===== config.mk =====
export PLATFORM = sky130hd
export DESIGN_NAME = m68k_bus_arbiter_nreg
export DESIGN_NICKNAME = d
export VERILOG_FILES = /design/src/rtl/m68k_bus_arbiter_nreg.sv
export SDC_FILE = /design/constraint.sdc
export NUM_CORES = 1
export LEC_CHECK = 0
export BUFFER_PORTS_ARGS = -buffer_cell sky130_fd_sc_hd__buf_2
export CAP_MARGIN = 20
export CORE_MARGIN = 2
export CORE_UTILIZATION = 36
export CTS_BUF_LIST = sky130_fd_sc_hd__clkbuf_8
export DETAILED_ROUTE_END_ITERATION = 8
export MAX_ROUTING_LAYER = met4
export PLACE_DENSITY = 0.64
export SKIP_CTS_REPAIR_TIMING = 1
export SLEW_MARGIN = 20
export SYNTH_ARGS = -nofsm -noshare
export SYNTH_HDL_FRONTEND = slang
export SYNTH_SLANG_ARGS = --single-unit
export TNS_END_PERCENT = 5

===== constraint.sdc =====
create_clock -name clk -period 6.52 [get_ports clk]
set_input_delay 0.326 -clock clk [delete_from_list [all_inputs] [get_ports clk]]
set_output_delay 0.326 -clock clk [all_outputs]
set_load 0.02 [all_outputs]

===== src/rtl/m68k_bus_arbiter_nreg.sv =====
// m68k_bus_arbiter_nreg
// 68040 bus-cycle controller. Each TS-started cycle is decoded by its top
// address bits into one of NREG regions. The controller drives a one-hot
// region select, counts wait states or waits for an external acknowledge,
// sequences 4-beat line transfers where the region allows them, and answers
// the CPU with TA, TEA or TA+TBI. A per-beat watchdog turns a missing external
// acknowledge into a bus error. All outputs come straight from flops.

module m68k_bus_arbiter_nreg #(
  parameter int                 NREG      = 4,
  parameter int                 AW        = 32,
  parameter int                 DB        = 4,
  parameter logic [NREG*DB-1:0] REG_BASE  = {4'h8, 4'h3, 4'h2, 4'h0},
  parameter logic [NREG*4-1:0]  REG_WAIT  = {4'd0, 4'd5, 4'd3, 4'd2},
  parameter logic [NREG-1:0]    REG_EXT   = 4'b0110,
  parameter logic [NREG-1:0]    REG_BURST = 4'b0001,
  parameter int                 TIMEOUT   = 255
) (
  input  logic            clk,
  input  logic            rst,
  input  logic            ts_n,
  input  logic [AW-1:0]   a,
  input  logic            rw,
  input  logic [1:0]      siz,
  output logic            ta_n,
  output logic            tea_n,
  output logic            tbi_n,
  output logic [NREG-1:0] sel,
  input  logic [NREG-1:0] ext_ack,
  output logic            busy,
  output logic            err_stb,
  output logic [AW-1:0]   err_addr
);

  localparam int TW = (TIMEOUT > 0) ? $clog2(TIMEOUT + 1) : 1;
  localparam int IW = (NREG > 1) ? $clog2(NREG) : 1;

  // Watchdog limit compared against the incremented count (one extra bit so
  // the compare never aliases), and the saturation value of the counter.
  localparam logic [TW:0]   TMO_LIMIT = TIMEOUT[TW:0];
  localparam logic [TW-1:0] TMO_MAX   = TIMEOUT[TW-1:0];

  typedef enum logic [1:0] {
    IDLE = 2'd0,
    WAIT = 2'd1,
    ACK  = 2'd2,
    ERR  = 2'd3
  } state_t;

  state_t state_q, state_d;

  // Per-cycle context captured when TS is accepted.
  logic [AW-1:0]   addr_q, addr_d;
  logic [IW-1:0]   idx_q, idx_d;
  logic [1:0]      beats_q, beats_d;
  logic [3:0]      wcnt_q, wcnt_d;
  logic [TW-1:0]   tmo_q, tmo_d;
  logic            inh_q, inh_d;

  // Next values of the registered outputs.
  logic            ta_d, tea_d, tbi_d, busy_d, stb_d;
  logic [NREG-1:0] sel_d;
  logic [AW-1:0]   eaddr_d;

  // Region decode of the live address bus.
  logic            hit;
  logic [IW-1:0]   hit_idx;
  logic [NREG-1:0] hit_onehot;
  logic [3:0]      hit_wait;
  logic            hit_burst;
  logic            is_line;

  // Properties of the region owning the cycle in flight.
  logic [3:0]      cur_wait;
  logic            ext_sel;
  logic            ack_sel;
  logic [TW:0]     tmo_inc;
  logic            tmo_expired;
  logic            wait_done;

  // The transfer direction has no influence on timing; it is deliberately
  // left out of the datapath.
  logic            unused_rw;
  assign unused_rw = rw;

  assign hit_wait    = REG_WAIT[{hit_idx, 2'b00} +: 4];
  assign hit_burst   = REG_BURST[hit_idx];
  assign is_line     = (siz == 2'b11);

  assign cur_wait    = REG_WAIT[{idx_q, 2'b00} +: 4];
  assign ext_sel     = REG_EXT[idx_q];
  assign ack_sel     = ext_ack[idx_q];
  assign tmo_inc     = {1'b0, tmo_q} + 1'b1;
  assign tmo_expired = (tmo_inc == TMO_LIMIT);
  assign wait_done   = (wcnt_q == 4'd0);

  // Match the top address bits against every region tag; scanning from the
  // highest index down lets the lowest matching index win on overlaps.
  always_comb begin
    hit        = 1'b0;
    hit_idx    = '0;
    hit_onehot = '0;
    for (int i = NREG - 1; i >= 0; i--) begin
      if (a[AW-1 -: DB] == REG_BASE[i*DB +: DB]) begin
        hit             = 1'b1;
        hit_idx         = IW'(i);
        hit_onehot      = '0;
        hit_onehot[i]   = 1'b1;
      end
    end
  end

  // State register plus every registered output and context field.
  always_ff @(posedge clk or posedge rst) begin
    if (rst) begin
      state_q  <= IDLE;
      addr_q   <= '0;
      idx_q    <= '0;
      beats_q  <= '0;
      wcnt_q   <= '0;
      tmo_q    <= '0;
      inh_q    <= 1'b0;
      ta_n     <= 1'b1;
      tea_n    <= 1'b1;
      tbi_n    <= 1'b1;
      sel      <= '0;
      busy     <= 1'b0;
      err_stb  <= 1'b0;
      err_addr <= '0;
    end else begin
      state_q  <= state_d;
      addr_q   <= addr_d;
      idx_q    <= idx_d;
      beats_q  <= beats_d;
      wcnt_q   <= wcnt_d;
      tmo_q    <= tmo_d;
      inh_q    <= inh_d;
      ta_n     <= ta_d;
      tea_n    <= tea_d;
      tbi_n    <= tbi_d;
      sel      <= sel_d;
      busy     <= busy_d;
      err_stb  <= stb_d;
      err_addr <= eaddr_d;
    end
  end

  // Next-state decision: accept TS only when idle, leave WAIT on completion
  // (an external ack beats a simultaneous watchdog expiry), loop back to
  // WAIT while line beats remain.
  always_comb begin
    state_d = state_q;
    unique case (state_q)
      IDLE: begin
        if (!ts_n) begin
          state_d = hit ? WAIT : ERR;
        end
      end
      WAIT: begin
        if (ext_sel) begin
          if (ack_sel) begin
            state_d = ACK;
          end else if (tmo_expired) begin
            state_d = ERR;
          end
        end else if (wait_done) begin
          state_d = ACK;
        end
      end
      ACK: begin
        state_d = (beats_q != 2'd0) ? WAIT : IDLE;
      end
      ERR: begin
        state_d = IDLE;
      end
      default: begin
        state_d = IDLE;
      end
    endcase
  end

  // Next values for outputs and cycle context, so that TA/TEA/TBI appear in
  // the clock of the ACK/ERR state and select/busy follow the cycle exactly.
  always_comb begin
    addr_d  = addr_q;
    idx_d   = idx_q;
    beats_d = beats_q;
    wcnt_d  = wcnt_q;
    tmo_d   = tmo_q;
    inh_d   = inh_q;
    ta_d    = 1'b1;
    tea_d   = 1'b1;
    tbi_d   = 1'b1;
    sel_d   = sel;
    busy_d  = busy;
    stb_d   = 1'b0;
    eaddr_d = err_addr;
    unique case (state_q)
      IDLE: begin
        if (!ts_n) begin
          addr_d = a;
          idx_d  = hit_idx;
          busy_d = 1'b1;
          if (hit) begin
            sel_d   = hit_onehot;
            beats_d = (is_line && hit_burst) ? 2'd3 : 2'd0;
            inh_d   = is_line && !hit_burst;
            wcnt_d  = hit_wait;
            tmo_d   = '0;
          end else begin
            tea_d   = 1'b0;
            stb_d   = 1'b1;
            eaddr_d = a;
            sel_d   = '0;
          end
        end
      end
      WAIT: begin
        if (ext_sel) begin
          if (ack_sel) begin
            ta_d  = 1'b0;
            tbi_d = ~inh_q;
          end else if (tmo_expired) begin
            tea_d   = 1'b0;
            stb_d   = 1'b1;
            eaddr_d = addr_q;
            sel_d   = '0;
          end else if (tmo_q != TMO_MAX) begin
            tmo_d = tmo_q + 1'b1;
          end
        end else if (wait_done) begin
          ta_d  = 1'b0;
          tbi_d = ~inh_q;
        end else begin
          wcnt_d = wcnt_q - 4'd1;
        end
      end
      ACK: begin
        if (beats_q != 2'd0) begin
          beats_d = beats_q - 2'd1;
          wcnt_d  = cur_wait;
          tmo_d   = '0;
        end else begin
          sel_d  = '0;
          busy_d = 1'b0;
        end
      end
      ERR: begin
        sel_d  = '0;
        busy_d = 1'b0;
      end
      default: begin
        sel_d  = '0;
        busy_d = 1'b0;
      end
    endcase
  end

endmodule


# ---- Word-level counts from Yosys, hierarchy flattened
# Index checks and enable logic that the tools add are counted.
dict set report op_classes {
  addsub 4
  mul 0
  div_mod_pow 0
  order_cmp 2
  n_eq_ne 23
  n_shift 2
  muxes 81
  bitwise 2
  reduce_logical 20
}
# cell count
set op_table {}
lappend op_table {{$mux 32} 5}
lappend op_table {{$pmux 32 s2} 1}
lappend op_table {{$mux 4} 15}
lappend op_table {{$mux 8} 7}
lappend op_table {{$shiftx 16x5->4 const A} 2}
lappend op_table {{$mux 1} 28}
lappend op_table {{$mux 2} 14}
lappend op_table {{$ne 2x2->1 const B} 12}
lappend op_table {{$pmux 8 s3} 1}
lappend op_table {{$pmux 4 s4} 1}
lappend op_table {{$pmux 4 s3} 1}
lappend op_table {{$reduce_and 6->1} 2}
lappend op_table {{$add 8x1->9 const B} 1}
lappend op_table {{$eq 9x8->1 const B} 1}
lappend op_table {{$reduce_and 3->1} 3}
lappend op_table {{$add 8x1->8 const B} 1}
lappend op_table {{$eq 4x2->1 const B} 2}
lappend op_table {{$logic_not 4->1} 2}
lappend op_table {{$ne 8x8->1 const B} 1}
lappend op_table {{$pmux 2 s4} 1}
lappend op_table {{$reduce_and 8->1} 1}
lappend op_table {{$bmux 1 s2} 3}
lappend op_table {{$eq 2x2->1 const B} 3}
lappend op_table {{$lt 2x3->1 const B} 2}
lappend op_table {{18 further kinds} 24}
dict set report word_totals {
  register_bits 92
  latchBits 0
  ramBits 0
  rom_bits 0
  input_bits 42
  out_inout_bits 41
  elab_cells 148
  memories 0
}

# ---- Longest topological paths before layout
dict set report depth {
  ltp_word 12
  depth_mapped 8
}

# ---- Least setup slack after synthesis
# Ideal clock, no wire load.
dict set report synth_path {
  path_kind {register -> register}
  start {reg tmo_q[1]}
  end {reg err_addr[16]}
  arrival_ns 2.079
  required_ns 6.394
  slack_ns 4.315
  stages_incl_launch_ff 8
  path_buffers 1
  synth_period_minus_slack_ns 2.205
  cell_sequence {dfrtp_1 ha_1 nand3_2 or3_4 a2111oi_4 o21bai_4 buf_6 a221o_1}
}
dict set report synth_via {
  elab_chain_cells 4
}
# element line_no
set synth_rtl {}
lappend synth_rtl {{from (decl)} 57} ;# logic [TW-1:0] tmo_q, tmo_d;
lappend synth_rtl {{from (signal assigned)} 136} ;# tmo_q <= tmo_d;
lappend synth_rtl {{$add 8x1->9} 93} ;# assign tmo_inc = {1'b0, tmo_q} + 1'b1;
lappend synth_rtl {{$eq 9x8->1} 94} ;# assign tmo_expired = (tmo_inc == TMO_LIMIT);
lappend synth_rtl {{$ne 2x2->1 (no source line)} n/a}
lappend synth_rtl {{$reduce_and 6->1 (no source line)} n/a}
lappend synth_rtl {{to (signal assigned)} 144} ;# err_addr <= eaddr_d;
lappend synth_rtl {{to (decl)} 32} ;# output logic [AW-1:0] err_addr
# No other way between the ends.
# A chain may end at the register's enable or synchronous reset.

# ---- Worst setup path in the final report
dict set report layout_path {
  start {reg tmo_q[1]}
  end {reg err_addr[31]}
}
# Same word-level chain as after synthesis.

==> reports/summary.txt <==
====================================================================================
First-pass GRT wire length ............................................      16.6 mm
Cell row count ........................................................           40
DIE AREA ..............................................................  0.0130 mm^2
Count of antenna diodes in the layout .................................            0
Number of max-slew violations in the final report .....................            0
Hold WS ...............................................................     0.151 ns
Initial Utilization ...................................................        36.5%
Top fanout value on the critical path .................................           34
Fin nets ..............................................................          543
Number of flip-flops and latches in the synthesized netlist ...........           92
Worst min-delay path startpoint .......................................        a[25]
Number of setup violations in the final report ........................            0
Clock sink total ......................................................           92
Clock Latency Late Sink ...............................................      0.38 ns
DRT Pass-1 Iters ......................................................            4
Share of final-layout standard cells stronger than drive strength 1 ...        27.5%
Data arrival time of the critical path ................................      2.87 ns
Number of cell instances on the worst register-to-register path .......            6
Most used flip-flop cell after synthesis ..............................      dfrtp_1
FF-to-FF setup slack ..................................................      3.92 ns
Number of vias after detailed routing .................................        3,381
Slowest CP cell .......................................................      a221o_2
Relative max-transition margin ........................................        31.5%
Hold Path Cell Cnt ....................................................            3
Chip height ...........................................................       114 um
Maximum frequency from static timing analysis .........................      385 MHz
Setup WS pre-CTS ......................................................      3.93 ns
Vias in the first global route ........................................        3,393
Worst R2R End ......................................................... err_addr[31]$_DFFE_PP0P_
Net switching fraction of the power ...................................        38.6%
Total routed wirelength ...............................................      9.96 mm
Floorplan core area ...................................................  0.0119 mm^2
Remaining antenna violation count after routing .......................            0
Antenna violations before repair ......................................            0
Iter 0 DRT Violations .................................................          233
Total design power ....................................................      2.29 mW
Kind of capture point of the worst setup path .........................     register
Crit path max-delay family ............................................ compound AO/OA/AOI/OAI gates
Final RePlAce weighted congestion .....................................        0.793
Switching power .......................................................     0.884 mW
Fraction of the yosys area taken by sequential cells ..................        53.0%
Logic pwr share .......................................................        38.6%
Number of enable flip-flop cells after synthesis ......................            0
Final Hold Fails ......................................................            0
Summed instance area of the synthesized netlist ....................... 0.00435 mm^2
Clock slew at reported path FFs .......................................      0.09 ns
Final total negative setup slack ......................................         0 ns
Worst-margin pin slew .................................................      1.02 ns
Number of top-level pins ..............................................           83
Delay of the slowest critical-path stage ..............................      0.49 ns
Number of max-cap violations ..........................................            0
Class of the tightest hold or removal check ........................... input pin to register
Fraction of power consumed by the clock network .......................        20.6%
Area growth from synthesis to layout ..................................        17.1%
Worst clock skew ......................................................    0.0118 ns
Syn nets ..............................................................          470
Period Utilization, post-route ........................................        39.9%
Bufs and invs on worst path ...........................................            0
Cell internal power dissipation .......................................      1.41 mW
Required time at the worst-slack endpoint .............................      6.79 ns
Max H-tree Level ......................................................            3
Relative contribution of sequential cells to total power ..............        40.7%
Number of different library cells in the post-synthesis netlist .......           55
Largest net degree at the start of global routing .....................           76
Share of flip-flops with an asynchronous set or reset after synthesis .         100%
RSZ-0062 raised after global routing ..................................           no
Synthesized area per cell .............................................    10.3 um^2
CP Class .............................................................. register to register
Per-cell routed wire length ...........................................      15.4 um
GRT Util Overall ......................................................        16.7%
Final core utilization ................................................        42.8%
Static Leakage ........................................................      2.53 nW
HPWL reported at the end of detailed placement ........................      6.52 mm
Minimum period implied by the final worst setup slack .................      2.60 ns
Origin of the critical flop-to-flop path .............................. tmo_q[1]$_DFFE_PP0P_
Critical Path Start Type ..............................................     register
Commonest non-fill, non-tap cell in the layout ........................      nand2_1
Most used cells in the layout excluding fill and tap cells ............ nand2_1, dfrtp_1, buf_2
Instance count of the mapped netlist ..................................          423
Status ................................................................    completed
Gr ovfl total .........................................................            0
Clock tree from TritonCTS .............................................         done
Cell-by-cell trace of the critical path ............................... ha_1, nand3_2, or3_4, a2111oi_4, o21bai_4, a221o_2
Port bufs .............................................................           81
Final WS setup ........................................................      3.92 ns
Width of the chip .....................................................       114 um
Warnings from Yosys ...................................................            0
Power density cells ...................................................  450 mW/mm^2
Worst ir drop on vdd ..................................................     0.221 mV
CTS max path bufs .....................................................            2
CTS Buf Count .........................................................            9
Clock tree root buffer cell ...........................................     clkbuf_8
Average via count per standard cell ...................................         5.22
DRC violation count after routing .....................................            0
Filler Cell Count .....................................................        1,170
Sink of the worst hold path ........................................... addr_q[25]$_DFFE_PP0P_
====================================================================================
[state kept, by name, summed over array words and instances, names as in the netlist]
register / cells
tmo_q: 8
ta_n: 1
idx_q: 2
beats_q: 2
wcnt_q: 4
err_stb: 1
busy: 1
inh_q: 1
addr_q: 32
tea_n: 1
state_q: 2
err_addr: 32
tbi_n: 1
sel: 4
[kinds of logic after synthesis]
| logic type | share of synthesized area (%) |
|---|---|
| buffers and inverters | 4.49 |
| flip-flops | 53.0 |
| multiplexers | 2.24 |
| AO/OA/AOI/OAI | 16.4 |
| adder cells (fa/ha/maj) | 1.44 |
| AND/OR/NAND/NOR | 21.6 |
| XOR/XNOR | 0.805 |
[how the worst max path moves through the flow]
stage	from	endpoint	slack, ns	depth (start not counted)
floorplan	rst	addr_q[0]$_DFFE_PP0P_	3.81	1
global placement	tmo_q[1]$_DFFE_PP0P_	err_addr[15]$_DFFE_PP0P_	4.01	6
detailed placement	tmo_q[1]$_DFFE_PP0P_	err_addr[31]$_DFFE_PP0P_	3.93	6
CTS	tmo_q[1]$_DFFE_PP0P_	err_addr[31]$_DFFE_PP0P_	3.90	6
global route	tmo_q[1]$_DFFE_PP0P_	err_addr[26]$_DFFE_PP0P_	3.76	6
finish	tmo_q[1]$_DFFE_PP0P_	err_addr[31]$_DFFE_PP0P_	3.92	6
[power groups by stage]
stage | sequential [mW] | combinational, mW | clock, mW
after floorplan | 1.02 | 0.584 | 0
after global placement | 0.933 | 0.867 | 0
after detailed placement | 0.946 | 0.893 | 0
after CTS | 0.935 | 0.897 | 0.488
after global routing | 0.965 | 0.987 | 0.515
final | 0.934 | 0.885 | 0.473
[synthesized netlist by cell type (2+ instances only)]
cell,n,area (um^2)
mux2i_1,3,30.0
o31ai_1,5,37.5
nand3b_1,3,22.5
a221o_1,30,300
xnor2_1,4,35.0
dfstp_2,3,78.8
o21ai_0,17,85.1
ha_1,5,62.6
clkbuf_1,11,41.3
nand4_1,2,12.5
buf_4,2,15.0
nor3_1,5,25.0
buf_1,4,15.0
a221o_2,2,22.5
and2_2,8,60.1
mux2_2,4,45.0
and3_1,2,12.5
dfrtp_1,89,2230
nand3_1,3,15.0
buf_6,4,45.0
or3_1,2,12.5
nor3b_1,2,15.0
nand2_1,113,424
a31oi_1,2,12.5
nor2_1,15,56.3
clkbuf_8,2,27.5
a21o_1,3,22.5
o22ai_1,2,12.5
nand2b_1,4,25.0
inv_1,11,41.3
and2_1,25,156
or3_4,2,22.5
buf_2,2,10.0
a21oi_1,11,55.1
[worst reg2reg max path, stage by stage, from the launching register on]
cell	delay, ns
dfrtp_1	0.41
ha_1	0.25
nand3_2	0.15
or3_4	0.39
a2111oi_4	0.45
o21bai_4	0.34
a221o_2	0.50
[final cells by class]
| type | count | area (um^2) | area share, % |
|---|---|---|---|
| clock inverters | 6 | 111 | 2.19 |
| clock buffers | 10 | 138 | 2.70 |
| repair buffers | 87 | 453 | 8.89 |
| well taps | 147 | 184 | 3.61 |
| inverters | 11 | 42.5 | 0.835 |
| multi-input cells | 295 | 1860 | 36.5 |
| flip-flops and latches | 92 | 2310 | 45.3 |
[layer usage]
metal	global-route usage [%]	routed length [um]	up-vias	part of all wire (%)
li1	-	-	1616	-
met1	20.9	4640	1669	47
met2	26.4	4660	83	47
met3	4.57	476	13	4.8
met4	5.69	184	0	1.8
met5	-	0	-	0
[metrics by stage]
stage	instance area (um^2)	instances
2_1_floorplan	4350	423
4_1_cts	5080	647
3_5_place_dp	4830	631
3_3_place_gp	4830	631
6_report	5090	648
5_1_grt	5090	648
(Power assumes the default switching activity.)
